`config.mk`:
```
export PLATFORM = sky130hd
export DESIGN_NAME = uart_frame_sender
export DESIGN_NICKNAME = d
export VERILOG_FILES = /design/src/rtl/uart_flash_pkg.sv /design/src/rtl/uart_frame_sender.sv
export SDC_FILE = /design/constraint.sdc
export NUM_CORES = 1
export LEC_CHECK = 0
export ABC_CLOCK_PERIOD_IN_PS = 3450
export BUFFER_PORTS_ARGS = -buffer_cell sky130_fd_sc_hd__buf_2
export CORE_MARGIN = 2
export CORE_UTILIZATION = 40
export DETAILED_ROUTE_END_ITERATION = 16
export GPL_TIMING_DRIVEN = 0
export SLEW_MARGIN = 20
export SYNTH_ARGS = -nofsm -noshare
export SYNTH_HDL_FRONTEND = slang
export SYNTH_SLANG_ARGS = --single-unit
```
`constraint.sdc`:
```
create_clock -name clk -period 3.45 [get_ports clk]
set_input_delay 0.1725 -clock clk [delete_from_list [all_inputs] [get_ports clk]]
set_output_delay 0.1725 -clock clk [all_outputs]
set_load 0.01 [all_outputs]
```
`src/rtl/uart_flash_pkg.sv`:
```
// Shared definitions for the UART frame sender: FSM states,
// byte width and the default address width.
package uart_flash_pkg;

    localparam int BYTE_W     = 8;
    localparam int ADDR_W_DEF = 8;

    typedef enum logic [2:0] {
        IDLE,
        READ,
        LOAD,
        SEND,
        WAIT_ACK,
        WAIT_TX,
        FINISH
    } stateT;

endpackage

```
`src/rtl/uart_frame_sender.sv`:
```
// Reads a frame of data_length bytes from RAM and hands them one by one
// to a UART transmitter using a tx_valid pulse and the tx_busy level.
// Ports: clk, rst_n (async, active-low), start, abort, data_length,
// ram_addr/ram_rd_en/ram_data (1-cycle read RAM), tx_data/tx_valid/tx_busy
// (UART side), busy, done.
// Build option: UART_FRAME_CHECKSUM_EN appends a mod-256 checksum byte.
module uart_frame_sender
    import uart_flash_pkg::*;
#(
    parameter int ADDR_W = ADDR_W_DEF
) (
    input  logic              clk,
    input  logic              rst_n,
    input  logic              start,
    input  logic              abort,
    input  logic [ADDR_W-1:0] data_length,
    output logic [ADDR_W-1:0] ram_addr,
    output logic              ram_rd_en,
    input  logic [BYTE_W-1:0] ram_data,
    output logic [BYTE_W-1:0] tx_data,
    output logic              tx_valid,
    input  logic              tx_busy,
    output logic              busy,
    output logic              done
);

    stateT             state;
    logic [ADDR_W-1:0] index;
    logic [ADDR_W-1:0] lenReg;
    logic [ADDR_W:0]   nextIndex;
    logic              lastByte;
`ifdef UART_FRAME_CHECKSUM_EN
    logic [BYTE_W-1:0] checksum;
    logic              csumSent;
`endif

    // One extra bit so index+1 never wraps at the maximum length.
    assign nextIndex = {1'b0, index} + {{ADDR_W{1'b0}}, 1'b1};
    assign lastByte  = (nextIndex >= {1'b0, lenReg});

    // busy is a registered flag that stays high through the done cycle,
    // so a start arriving while done is still showing is ignored.
    always_ff @(posedge clk or negedge rst_n) begin
        if (!rst_n) begin
            state     <= IDLE;
            index     <= '0;
            lenReg    <= '0;
            ram_addr  <= '0;
            ram_rd_en <= 1'b0;
            tx_data   <= '0;
            tx_valid  <= 1'b0;
            busy      <= 1'b0;
            done      <= 1'b0;
`ifdef UART_FRAME_CHECKSUM_EN
            checksum  <= '0;
            csumSent  <= 1'b0;
`endif
        end else if (abort && state != IDLE) begin
            state     <= IDLE;
            ram_rd_en <= 1'b0;
            tx_valid  <= 1'b0;
            busy      <= 1'b0;
            done      <= 1'b0;
        end else begin
            unique case (state)
                IDLE: begin
                    done <= 1'b0;
                    busy <= 1'b0;
                    if (start && !busy) begin
                        lenReg <= data_length;
                        index  <= '0;
                        busy   <= 1'b1;
`ifdef UART_FRAME_CHECKSUM_EN
                        checksum <= '0;
                        csumSent <= 1'b0;
`endif
                        if (data_length == '0) begin
                            state <= FINISH;
                        end else begin
                            state     <= READ;
                            ram_rd_en <= 1'b1;
                            ram_addr  <= '0;
                        end
                    end
                end
                READ: begin
                    ram_rd_en <= 1'b0;
                    state     <= LOAD;
                end
                LOAD: begin
                    tx_data  <= ram_data;
                    tx_valid <= 1'b1;
`ifdef UART_FRAME_CHECKSUM_EN
                    checksum <= checksum + ram_data;
`endif
                    state    <= SEND;
                end
                SEND: begin
                    tx_valid <= 1'b0;
                    state    <= WAIT_ACK;
                end
                WAIT_ACK: begin
                    if (tx_busy) state <= WAIT_TX;
                end
                WAIT_TX: begin
                    if (!tx_busy) begin
                        index <= nextIndex[ADDR_W-1:0];
                        if (!lastByte) begin
                            state     <= READ;
                            ram_rd_en <= 1'b1;
                            ram_addr  <= nextIndex[ADDR_W-1:0];
                        end else begin
`ifdef UART_FRAME_CHECKSUM_EN
                            if (!csumSent) begin
                                tx_data  <= checksum;
                                tx_valid <= 1'b1;
                                csumSent <= 1'b1;
                                state    <= SEND;
                            end else begin
                                state <= FINISH;
                            end
`else
                            state <= FINISH;
`endif
                        end
                    end
                end
                FINISH: begin
                    done  <= 1'b1;
                    state <= IDLE;
                end
                default: state <= IDLE;
            endcase
        end
    end

endmodule

```
==> impl_metrics.py <==
metrics = {
    "status": {
        "status": "finished, violations left",
        "violations": "negative hold slack",
    },
    "clock_tree": {
        "htree_levels": 2,
        "clk_pin_slew_ns": 0.08,
        "cts_resized": 0,
        "cts_root_buffer": "clkbuf_8",
        "postCtsSetupRepairBufs": 0,
        "clk_latency_ns": 0.30,
        "cts_made_buffers": 5,
        "cts_tree": "yes",
        "clock_path_buffers": 2,
        "clock_sinks": 39,
        "cts_hold_buffers": 0,
    },
    "synthesis": {
        "syn_nets": 232,
        "synth-seq-cells": 39,
        "synth_largest_area_cell": "dfrtp_1",
        "synthArstFlopShare": 1.000,
        "yosysTopAreaCellShare": 0.4733,
        "synth_compound_area_frac": 0.2057,
        "ys_seq_area_frac": 0.4733,
        "synth_edf_count": 0,
        "yosys.area_share.simple": 0.1450,
        "synthXorXnorAreaFrac": 0.02549,
        "netlist_top_cells_area": "dfrtp_1 47%, ha_1 5.5%, o21ai_0 5.3%, mux2_2 4.9%, nand2_1 4.7%",
        "synth_top_family_by_area": "compound AO/OA/AOI/OAI gates",
        "synth_cells": 202,
        "synth_area_mm2": 0.002062,
        "avgSynthCellArea_um2": 10.21,
        "yosysWarningCount": 0,
        "synth_mux_area_frac": 0.05400,
        "synthAdderAreaFrac": 0.05461,
        "synthFlopType": "dfrtp_1",
        "ys_types": 41,
    },
    "global_routing": {
        "grt_pass1_vias": 1586,
        "grt_pass1_wl_um": 7438,
        "track_usage": 0.1713,
        "grt_max_degree": 40,
        "antenna_found_initial": 0,
        "gr-total-overflow": 0,
    },
    "route": {
        "wl_per_cell_um": 13.61,
        "drtIter0Drc": 84,
        "vias": 1674,
        "route.detailed.drc": 0,
        "ant_nets": 0,
        "vias_per_cell": 5.231,
        "totalWireLength_um": 4356,
        "firstDrtPassIters": 4,
    },
    "power_and_ir_drop": {
        "finalPower_mw": 1.702,
        "powerDensity_mw_per_mm2": 689.6,
        "p_leak_nw": 1.229,
        "ir_drop_v": 0.0004116,
    },
    "layout": {
        "area_growth_pct": 19.66,
        "drive_gt1_frac": 0.2960,
        "nets": 279,
        "antenna-diode-count": 0,
        "num-fill-cells": 487,
    },
    "die": {
        "dieWidth_um": 75.80,
        "fp-row-count": 26,
        "initial_core_util": 0.4089,
        "die_area_mm2": 0.005745,
        "fp.coreArea_mm2": 0.005042,
        "boundaryPins": 41,
        "fp.dieH_um": 75.80,
    },
    "worst_setup_path": {
        "start_kind": "register",
        "crit_fanout": 9,
        "endpoint_kind": "register",
        "path_class": "register to register",
        "cp.arrival_ns": 3.06,
        "cp.required_ns": 3.63,
        "rrSetupSlack_ns": 0.58,
    },
    "sta": {
        "worst_pin_slew_ns": 0.8666,
        "timing.slew.headroom": 0.4223,
        "slew_violations": 0,
        "clock_skew_ns": 0.008471,
        "hold_viol": 11,
        "rsz0062_at_grt": "no",
        "finalCriticalPeriod_ns": 2.874,
        "timing.hold.ws_ns": -0.01135,
        "fin_tns_setup_ns": 0,
        "finalCritPeriodShare": 0.8330,
        "max_clock_freq_ghz": 0.3480,
        "setup_violations": 0,
    },
    "placement": {
        "gp_congestion": 0.8578,
        "hpwlAfterDp_um": 3155,
        "io_buffers": 40,
    },
    "run": {
        "maxCapViolCount": 0,
    },
    "min_path": {
        "worstHoldPathType": "input pin to async pin",
    },
}
-- where the power goes --
group          leakage (nW)  internal, mW  switching [mW]
Sequential            0.509         0.583          0.0515
Clock                0.0612         0.234           0.166
Combinational         0.659         0.279           0.387
-- sequential cells by signal, indices dropped and copies added, names as in the netlist --
name and count:
lenReg 8, done 1, state 3, index 8, tx_valid 1, ram_addr 8, ram_rd_en 1, tx_data 8
busy 1
-- synthesized netlist by cell type (all sizes together) (4+ instances only) --
cell / number
o2bb2ai: 4
nand2: 26
ha: 9
dfrtp: 39
buf: 7
xor2: 6
inv: 14
nand3: 7
nor2: 13
mux2: 9
o21ai: 25
-- layer usage --
metal	global-route usage	wire (µm)
met5	0	0
met4	0.05848	41
met1	0.2387	2077
met3	0.04233	230
met2	0.2605	2007
-- per-stage QoR --
stage	hold slack [ns]	std cells	cell area [µm²]	util	setup WS, ns
after floorplan	-0.1231	202	2062	-	0.9638
after global placement	0.3512	312	2350	0.4660	0.5499
after detailed placement	0.3473	312	2350	0.4660	0.5320
after CTS	0.02930	320	2467	0.4893	0.5110
after global routing	0.07607	320	2467	0.4893	0.3389
final	-0.01135	320	2467	0.4893	0.5761
-- worst paths after layout --
check	endpoint	startpoint	cells after the start
worst min-delay path	tx_valid	rst_n	1
worst max register to register	ram_addr[1]	index[0]	10
max in group asynchronous	state[0]	rst_n	1
min in group clk	lenReg[0]	data_length[0]	3
worst min register to register	ram_addr[3]	ram_addr[3]	1
worst max-delay path	ram_addr[1]	index[0]	10
-- cell families after synthesis --
group / Yosys count
AOI/OAI and AO/OA: 56
and+or+nand+nor: 61
muxes: 10
buffers and inverters: 21
DFF: 39
xor gates and xnor gates: 6
adders and majority gates: 9
-- critical path, cell delays in order, from the launching register on --
cell and delay [ns]:
dfrtp_1 0.47, ha_1 0.28, nand2_1 0.07, nor2_1 0.26
xor2_1 0.24, ha_1 0.27, a211oi_1 0.26, o21ai_2 0.11
a31oi_4 0.38, o21ai_4 0.17, a22o_1 0.26
-- layout by cell type (no fill, tap or decap), drive strengths merged, types with 2 or more instances in the layout --
master   synthesis  layout
nand2           26      26
nand3            7       7
and2b            2       2
clkbuf           0       6
nor2            13      13
a21oi            3       3
a31o             2       2
a211oi           3       3
buf              7      47
inv             14      14
xor2             6       6
o211ai           3       3
ha               9       9
nand2b           3       3
nor4             3       3
a2111oi          2       2
nor3             3       3
o31ai            3       3
and3             3       3
a32o             3       3
o21ai           25      25
mux2             9       9
dfrtp           39      39
o21a             2       2
o2bb2ai          4       4
-- cell type report --
type	instances	area, µm²	area share
multi-input combinational	142	999.7	0.4052
sequential	39	975.9	0.3955
timing repair buffer	40	200.2	0.08114
tap	70	87.58	0.03550
clock buffer	6	82.58	0.03347
inverter	14	52.55	0.02130
clock inverter	2	35.03	0.01420
buffer	7	33.78	0.01369
No activity file was read; power rests on OpenSTA's default activity.
